`src/rtl/vedic_pkg.sv`:
```
// rtl/vedic_pkg.sv - shared sizing helpers for the Vedic multiplier pipeline
//
// Purpose: width helpers and the operand-width legality check used by
// vedic_nxn_pipe and vedic_mul_comb. No ports (package).
package vedic_pkg;

  localparam int VEDIC_MIN_W = 4;

  // Half of an operand width: the split point between high and low halves.
  function automatic int half_w(input int w);
    return w / 2;
  endfunction

  // Width of an unsigned w x w product.
  function automatic int prod_w(input int w);
    return 2 * w;
  endfunction

  // Recursive halving must land exactly on the 2x2 leaf.
  function automatic bit width_ok(input int w);
    return (w >= VEDIC_MIN_W) && ((w & (w - 1)) == 0);
  endfunction

endpackage

```
`src/rtl/vedic_mul_comb.sv`:
```
// rtl/vedic_mul_comb.sv - combinational recursive Urdhva-Tiryagbhyam multiplier
//
// Purpose: unsigned W x W product, built by splitting each operand in half,
// forming four half-width products and recombining them; recursion stops
// at a gate-level 2x2 leaf. W must be a power of two >= 2.
// Ports:
//   a_i [W-1:0]    operand A
//   b_i [W-1:0]    operand B
//   p_o [2*W-1:0]  product A*B
module vedic_mul_comb #(
  parameter int W = 4
) (
  input  logic [W-1:0]   a_i,
  input  logic [W-1:0]   b_i,
  output logic [2*W-1:0] p_o
);

  if (W == 2) begin : g_leaf
    logic t1, t2, c1, hh;
    assign t1 = a_i[1] & b_i[0];
    assign t2 = a_i[0] & b_i[1];
    assign c1 = t1 & t2;
    assign hh = a_i[1] & b_i[1];
    assign p_o[0] = a_i[0] & b_i[0];
    assign p_o[1] = t1 ^ t2;
    assign p_o[2] = hh ^ c1;
    assign p_o[3] = hh & c1;
  end else begin : g_split
    localparam int HW = W / 2;
    logic [W-1:0] ll, hl, lh, hh;
    logic [W:0]   mid;

    vedic_mul_comb #(.W(HW)) u_ll (.a_i(a_i[HW-1:0]), .b_i(b_i[HW-1:0]), .p_o(ll));
    vedic_mul_comb #(.W(HW)) u_hl (.a_i(a_i[W-1:HW]), .b_i(b_i[HW-1:0]), .p_o(hl));
    vedic_mul_comb #(.W(HW)) u_lh (.a_i(a_i[HW-1:0]), .b_i(b_i[W-1:HW]), .p_o(lh));
    vedic_mul_comb #(.W(HW)) u_hh (.a_i(a_i[W-1:HW]), .b_i(b_i[W-1:HW]), .p_o(hh));

    // Cross terms keep their carry; hh and ll never overlap so they concatenate.
    assign mid = {1'b0, hl} + {1'b0, lh};
    assign p_o = {hh, ll} + ({{(W - 1){1'b0}}, mid} << HW);
  end

endmodule

```
`src/rtl/vedic_nxn_pipe.sv`:
```
// rtl/vedic_nxn_pipe.sv - two-stage pipelined Vedic multiplier with A/B stream join
//
// Purpose: joins operand streams A and B, registers four half-width partial
// products (stage 1), recombines them into the full product (stage 2) and
// presents it on a handshaked result stream with full backpressure.
// Optional feature macro VEDIC_TAG_EN: adds s_a_tuser/m_tuser, a tag that
// travels with operand A through both stages.
// Ports:
//   clk, arst                     clock, asynchronous active-high reset
//   s_a_tdata/tvalid/tready       operand A stream
//   s_b_tdata/tvalid/tready       operand B stream
//   m_result_tdata/m_tvalid/m_tready  product stream (2*WIDTH bits)
//   s_a_tuser, m_tuser            tag in/out (VEDIC_TAG_EN only)
module vedic_nxn_pipe
  import vedic_pkg::*;
#(
  parameter int WIDTH = 8,
  parameter int TAG_W = 4
) (
  input  logic                 clk,
  input  logic                 arst,
  input  logic [WIDTH-1:0]     s_a_tdata,
  input  logic                 s_a_tvalid,
  output logic                 s_a_tready,
  input  logic [WIDTH-1:0]     s_b_tdata,
  input  logic                 s_b_tvalid,
  output logic                 s_b_tready,
`ifdef VEDIC_TAG_EN
  input  logic [TAG_W-1:0]     s_a_tuser,
  output logic [TAG_W-1:0]     m_tuser,
`endif
  output logic [2*WIDTH-1:0]   m_result_tdata,
  output logic                 m_tvalid,
  input  logic                 m_tready
);

  localparam int H   = half_w(WIDTH);
  localparam int PW  = prod_w(WIDTH);
  localparam int PPW = prod_w(H);

  if (!width_ok(WIDTH)) begin : g_bad_width
    $error("vedic_nxn_pipe: WIDTH must be a power of two >= 4");
  end
  if (TAG_W < 1) begin : g_bad_tag
    $error("vedic_nxn_pipe: TAG_W must be >= 1");
  end

  typedef struct packed {
    logic [PPW-1:0] ll;
    logic [PPW-1:0] hl;
    logic [PPW-1:0] lh;
    logic [PPW-1:0] hh;
  } pp_t;

  logic          adv1, adv2, accept;
  logic          v1_q, v1_d;
  logic          mv_q, mv_d;
  pp_t           pp_q, pp_d, pp_new;
  logic [PW-1:0] res_q, res_d, res_sum;
  logic [WIDTH:0] mid;
  logic [PPW-1:0] p_ll, p_hl, p_lh, p_hh;

  vedic_mul_comb #(.W(H)) u_mul_ll (.a_i(s_a_tdata[H-1:0]),     .b_i(s_b_tdata[H-1:0]),     .p_o(p_ll));
  vedic_mul_comb #(.W(H)) u_mul_hl (.a_i(s_a_tdata[WIDTH-1:H]), .b_i(s_b_tdata[H-1:0]),     .p_o(p_hl));
  vedic_mul_comb #(.W(H)) u_mul_lh (.a_i(s_a_tdata[H-1:0]),     .b_i(s_b_tdata[WIDTH-1:H]), .p_o(p_lh));
  vedic_mul_comb #(.W(H)) u_mul_hh (.a_i(s_a_tdata[WIDTH-1:H]), .b_i(s_b_tdata[WIDTH-1:H]), .p_o(p_hh));

  always_comb begin
    pp_new = '{ll: p_ll, hl: p_hl, lh: p_lh, hh: p_hh};
  end

  // Middle term is H*2+1 bits so its carry lands in the upper half.
  always_comb begin
    mid     = {1'b0, pp_q.hl} + {1'b0, pp_q.lh};
    res_sum = {pp_q.hh, pp_q.ll} + ({{(WIDTH - 1){1'b0}}, mid} << H);
  end

  // Join: both operands move together or not at all. Gating with arst keeps
  // the readys low for the whole time reset is held.
  always_comb begin
    adv2   = ~mv_q | m_tready;
    adv1   = ~v1_q | adv2;
    accept = s_a_tvalid & s_b_tvalid & adv1 & ~arst;
  end

  always_comb begin
    v1_d  = v1_q;
    pp_d  = pp_q;
    mv_d  = mv_q;
    res_d = res_q;
    if (adv1) begin
      v1_d = accept;
      if (accept) pp_d = pp_new;
    end
    if (adv2) begin
      mv_d = v1_q;
      if (v1_q) res_d = res_sum;
    end
  end

  always_ff @(posedge clk or posedge arst) begin
    if (arst) begin
      v1_q  <= 1'b0;
      pp_q  <= '0;
      mv_q  <= 1'b0;
      res_q <= '0;
    end else begin
      v1_q  <= v1_d;
      pp_q  <= pp_d;
      mv_q  <= mv_d;
      res_q <= res_d;
    end
  end

`ifdef VEDIC_TAG_EN
  logic [TAG_W-1:0] tag1_q, tag1_d, tag2_q, tag2_d;

  always_comb begin
    tag1_d = tag1_q;
    tag2_d = tag2_q;
    if (adv1 && accept) tag1_d = s_a_tuser;
    if (adv2 && v1_q)   tag2_d = tag1_q;
  end

  always_ff @(posedge clk or posedge arst) begin
    if (arst) begin
      tag1_q <= '0;
      tag2_q <= '0;
    end else begin
      tag1_q <= tag1_d;
      tag2_q <= tag2_d;
    end
  end

  assign m_tuser = tag2_q;
`endif

  assign s_a_tready     = accept;
  assign s_b_tready     = accept;
  assign m_tvalid       = mv_q;
  assign m_result_tdata = res_q;

endmodule

```
`config.mk`:
```
export PLATFORM = sky130hd
export DESIGN_NAME = vedic_nxn_pipe
export DESIGN_NICKNAME = d
export VERILOG_FILES = /design/src/rtl/vedic_pkg.sv /design/src/rtl/vedic_mul_comb.sv /design/src/rtl/vedic_nxn_pipe.sv
export SDC_FILE = /design/constraint.sdc
export NUM_CORES = 1
export LEC_CHECK = 0
export CAP_MARGIN = 20
export CORE_MARGIN = 2
export CORE_UTILIZATION = 54
export CTS_CLUSTER_DIAMETER = 120
export DETAILED_ROUTE_END_ITERATION = 10
export PLACE_DENSITY = 0.85
export SYNTH_ARGS = -nofsm -noshare
export SYNTH_HDL_FRONTEND = slang
export SYNTH_SLANG_ARGS = --single-unit
export TNS_END_PERCENT = 30
```
`constraint.sdc`:
```
create_clock -name clk -period 6.4 [get_ports clk]
set_clock_uncertainty 0.05 [all_clocks]
set_input_delay 1.92 -clock clk [delete_from_list [all_inputs] [get_ports clk]]
set_output_delay 1.92 -clock clk [all_outputs]
set_load 0.01 [all_outputs]
```
==> summary.md <==
| Metric | Value |
|---|---|
| GRT Total Usage | 0.220 |
| Final core occ | 0.625 |
| Critical Path RT | 4.43 ns |
| Wire per inst | 14.3 µm |
| Final Hold Fails | 0 |
| Hold slack | 0.422 ns |
| GRT overflow | 0 |
| Clk slew on worst S/H paths | 0.09 ns |
| Endpoint class of the critical path | primary output |
| CTS tree | done |
| Cells after Synth | 506 |
| Starting density of the core | 0.555 |
| Via Count | 3571 |
| Tcrit/Tclk final | 0.852 |
| CTS Buf Count | 5 |
| Antenna violations before repair | 0 |
| Delay-heaviest family, CP | buffers and inverters |
| Layout cell share with drive strength beyond 1 | 0.0349 |
| Max IR drop VDD | 0.122 mV |
| Global-route wire length before repair | 15.9 mm |
| Number of flops mapped to enable cells by yosys | 0 |
| DRT Pass-1 Iters | 4 |
| Vias per Instance | 5.49 |
| Most Frequent Cell on Critical Path | clkdlybuf4s50_1 |
| Final Critical Period | 5.45 ns |
| Switch share | 0.392 |
| Asr flop ratio synth | 1.00 |
| Placeable core region | 8220 µm² |
| N_diodes | 0 |
| Slowest CP cell | clkdlybuf4s50_1 |
| Maximum fanout along the worst path | 20 |
| #FFs+latches synth | 50 |
| Critical path startpoint category | input pin |
| Clk sinks | 50 |
| Mapped cell area | 4560 µm² |
| Die Ht | 95.9 µm |
| DRT Wirelength | 9.30 mm |
| Clk_lat worst skew | 0.30 ns |
| Total internal power | 0.835 mW |
| Clock power share | 0.136 |
| Vias in the first global route | 3562 |
| Final nets | 662 |
| Setup TNS | 0 ns |
| Drt initial violations | 202 |
| Worst Path Buf+Inv | 4 |
| Cts repair resizes | 0 |
| Largest net degree at the start of global routing | 51 |
| Dpl ws | 0.927 ns |
| NetSw | 0.539 mW |
| Static leakage | 2.72 nW |
| Postcts setup bufs | 0 |
| Maximum root-to-sink buffer count | 2 |
| Placer Congestion | 0.863 |
| Root Buffer | clkbuf_8 |
| Combinational power share | 0.536 |
| Worst hold path class | reg -> reg |
| Worst R2R Setup Slack | 3.26 ns |
| Yosys warns | 0 |
| Sequential share of the synthesized area | 0.274 |
| Cell Pwr Density | 267 nW/µm² |
| Synth Area per Inst | 9.02 µm² |
| Critical path, cell by cell | clkdlybuf4s50_1 > inv_2 > nand3_1 > nand2b_1 > inv_4 > clkdlybuf4s50_1 |
| Slowest stage delay, CP | 0.57 ns |
| Hold_buf cts | 0 |
| DR DRC count | 0 |
| DPL Wire Length | 7.28 mm |
| Mapped Nets | 624 |
| H-tree level count | 2 |
| Die X | 95.9 µm |
| Data arrival, critical path | 3.48 ns |
| Area Overhead vs Synth | 12.6% |
| Yosys cell types | 35 |
| Top achievable clock speed | 183 MHz |
| Cell Rows | 33 |
| Worst Tran Pin Value | 0.723 ns |
| Status | completed |
| Main flop type after synthesis | dfrtp_1 |
| Routed Antenna Nets | 0 |
| Sequential power share | 0.328 |
| Die area | 9200 µm² |
| Buffers added on ports | 39 |
| Unrepaired setup endpoints after global routing | false |
| Setup Viol. Count Final | 0 |
| Relative slew slack | 0.517 |
| Setup CP Type | in -> out |
| Final Worst Setup Slack | 0.946 ns |
| IO Pins | 40 |
| Max Slew Vio Count | 0 |
| Max-Cap Viols | 0 |
worst reg2reg max path, delay by kind of cell (launching register included):
family / cells / cell delay, ns
AO/OA/AOI/OAI: 6 / 0.89
buffers and inverters: 1 / 0.06
XOR/XNOR: 1 / 0.17
AND/OR/NAND/NOR: 3 / 0.55
flip-flops: 1 / 0.36
adder cells (fa/ha/maj): 3 / 0.93
cells in the mapped netlist, drive strengths merged (4+ instances only):
library cell / number / share of area
a21o: 18 / 0.030
a21oi: 35 / 0.041
and2: 61 / 0.084
buf: 8 / 0.010
dfrtp: 50 / 0.27
fa: 10 / 0.044
ha: 87 / 0.24
inv: 17 / 0.015
nand2: 97 / 0.080
nand2b: 4 / 0.0055
nand3: 6 / 0.0066
nor2b: 4 / 0.0055
nor3: 5 / 0.0055
o211ai: 5 / 0.0093
o21ai: 33 / 0.036
o21bai: 4 / 0.0066
xnor2: 19 / 0.036
xor2: 19 / 0.036
cells in the final DEF, fill, tap and decap left out, types with 5 or more instances in the layout:
| master | instances |
|---|---|
| xnor2_1 | 19 |
| inv_1 | 15 |
| a21oi_1 | 32 |
| o21ai_0 | 9 |
| a21o_1 | 18 |
| and2_1 | 61 |
| nor3_1 | 5 |
| o21ai_1 | 24 |
| dfrtp_1 | 50 |
| clkdlybuf4s50_1 | 39 |
| xor2_1 | 19 |
| nand2_1 | 97 |
| clkbuf_8 | 6 |
| fa_1 | 10 |
| ha_1 | 87 |
| nand3_1 | 6 |
kinds of logic after synthesis:
logic type,share of synthesized area
and+or+nand+nor,0.204
AOI/OAI and AO/OA,0.140
adders and majority gates,0.282
DFF,0.274
xor gates and xnor gates,0.0729
buffers and inverters,0.0266
metrics by stage:
stage / total power [mW] / instance area (µm²) / std cells
after floorplan: 0.976 / 4560 / 506
final: 1.37 / 5140 / 650
after detailed placement: 1.18 / 5040 / 642
after global routing: 1.50 / 5140 / 650
after CTS: 1.38 / 5140 / 650
after global placement: 1.15 / 5040 / 642
registers in the layout (all words and copies together) (netlist names):
name            count
v1_q                1
m_tvalid            1
m_result_tdata     16
pp_q               32
path summary, 6_finish.rpt:
check                                              startpoint                              to  depth (start not counted)
worst max-delay path                                     arst                      s_a_tready                          6
worst min-delay path            m_result_tdata[9]$_DFFE_PP0P_   m_result_tdata[9]$_DFFE_PP0P_                          2
worst max register to register           pp_q[16]$_DFFE_PP0P_  m_result_tdata[14]$_DFFE_PP0P_                         14
worst min register to register  m_result_tdata[9]$_DFFE_PP0P_   m_result_tdata[9]$_DFFE_PP0P_                          2
max in group asynchronous                                arst             pp_q[1]$_DFFE_PP0P_                          3
min in group asynchronous                                arst             pp_q[0]$_DFFE_PP0P_                          3
area by class of cell:
class / count / area [µm²]
fillers: 698 / 3080
repair buffers: 41 / 405
clock inverters: 1 / 5.00
well taps: 105 / 131
inverters: 17 / 66.3
flip-flops and latches: 50 / 1250
multi-input cells: 429 / 3190
clock buffers: 7 / 86.3
power by group through the flow:
stage               clock (mW)  combinational (mW)  sequential (mW)
floorplan                    0               0.510            0.466
global placement             0               0.699            0.454
detailed placement           0               0.723            0.458
CTS                      0.191               0.735            0.452
global route             0.207               0.827            0.463
finish                   0.187               0.737            0.451
routing by layer:
metal / GRT usage / vias to the layer above / share of wire
met2: 0.382 / 71 / 0.50
met5: 0 / - / 0
li1: - / 1805 / -
met3: 0.0290 / 8 / 0.029
met1: 0.284 / 1687 / 0.46
met4: 0.0690 / 0 / 0.013
(Power assumes the default switching activity.)
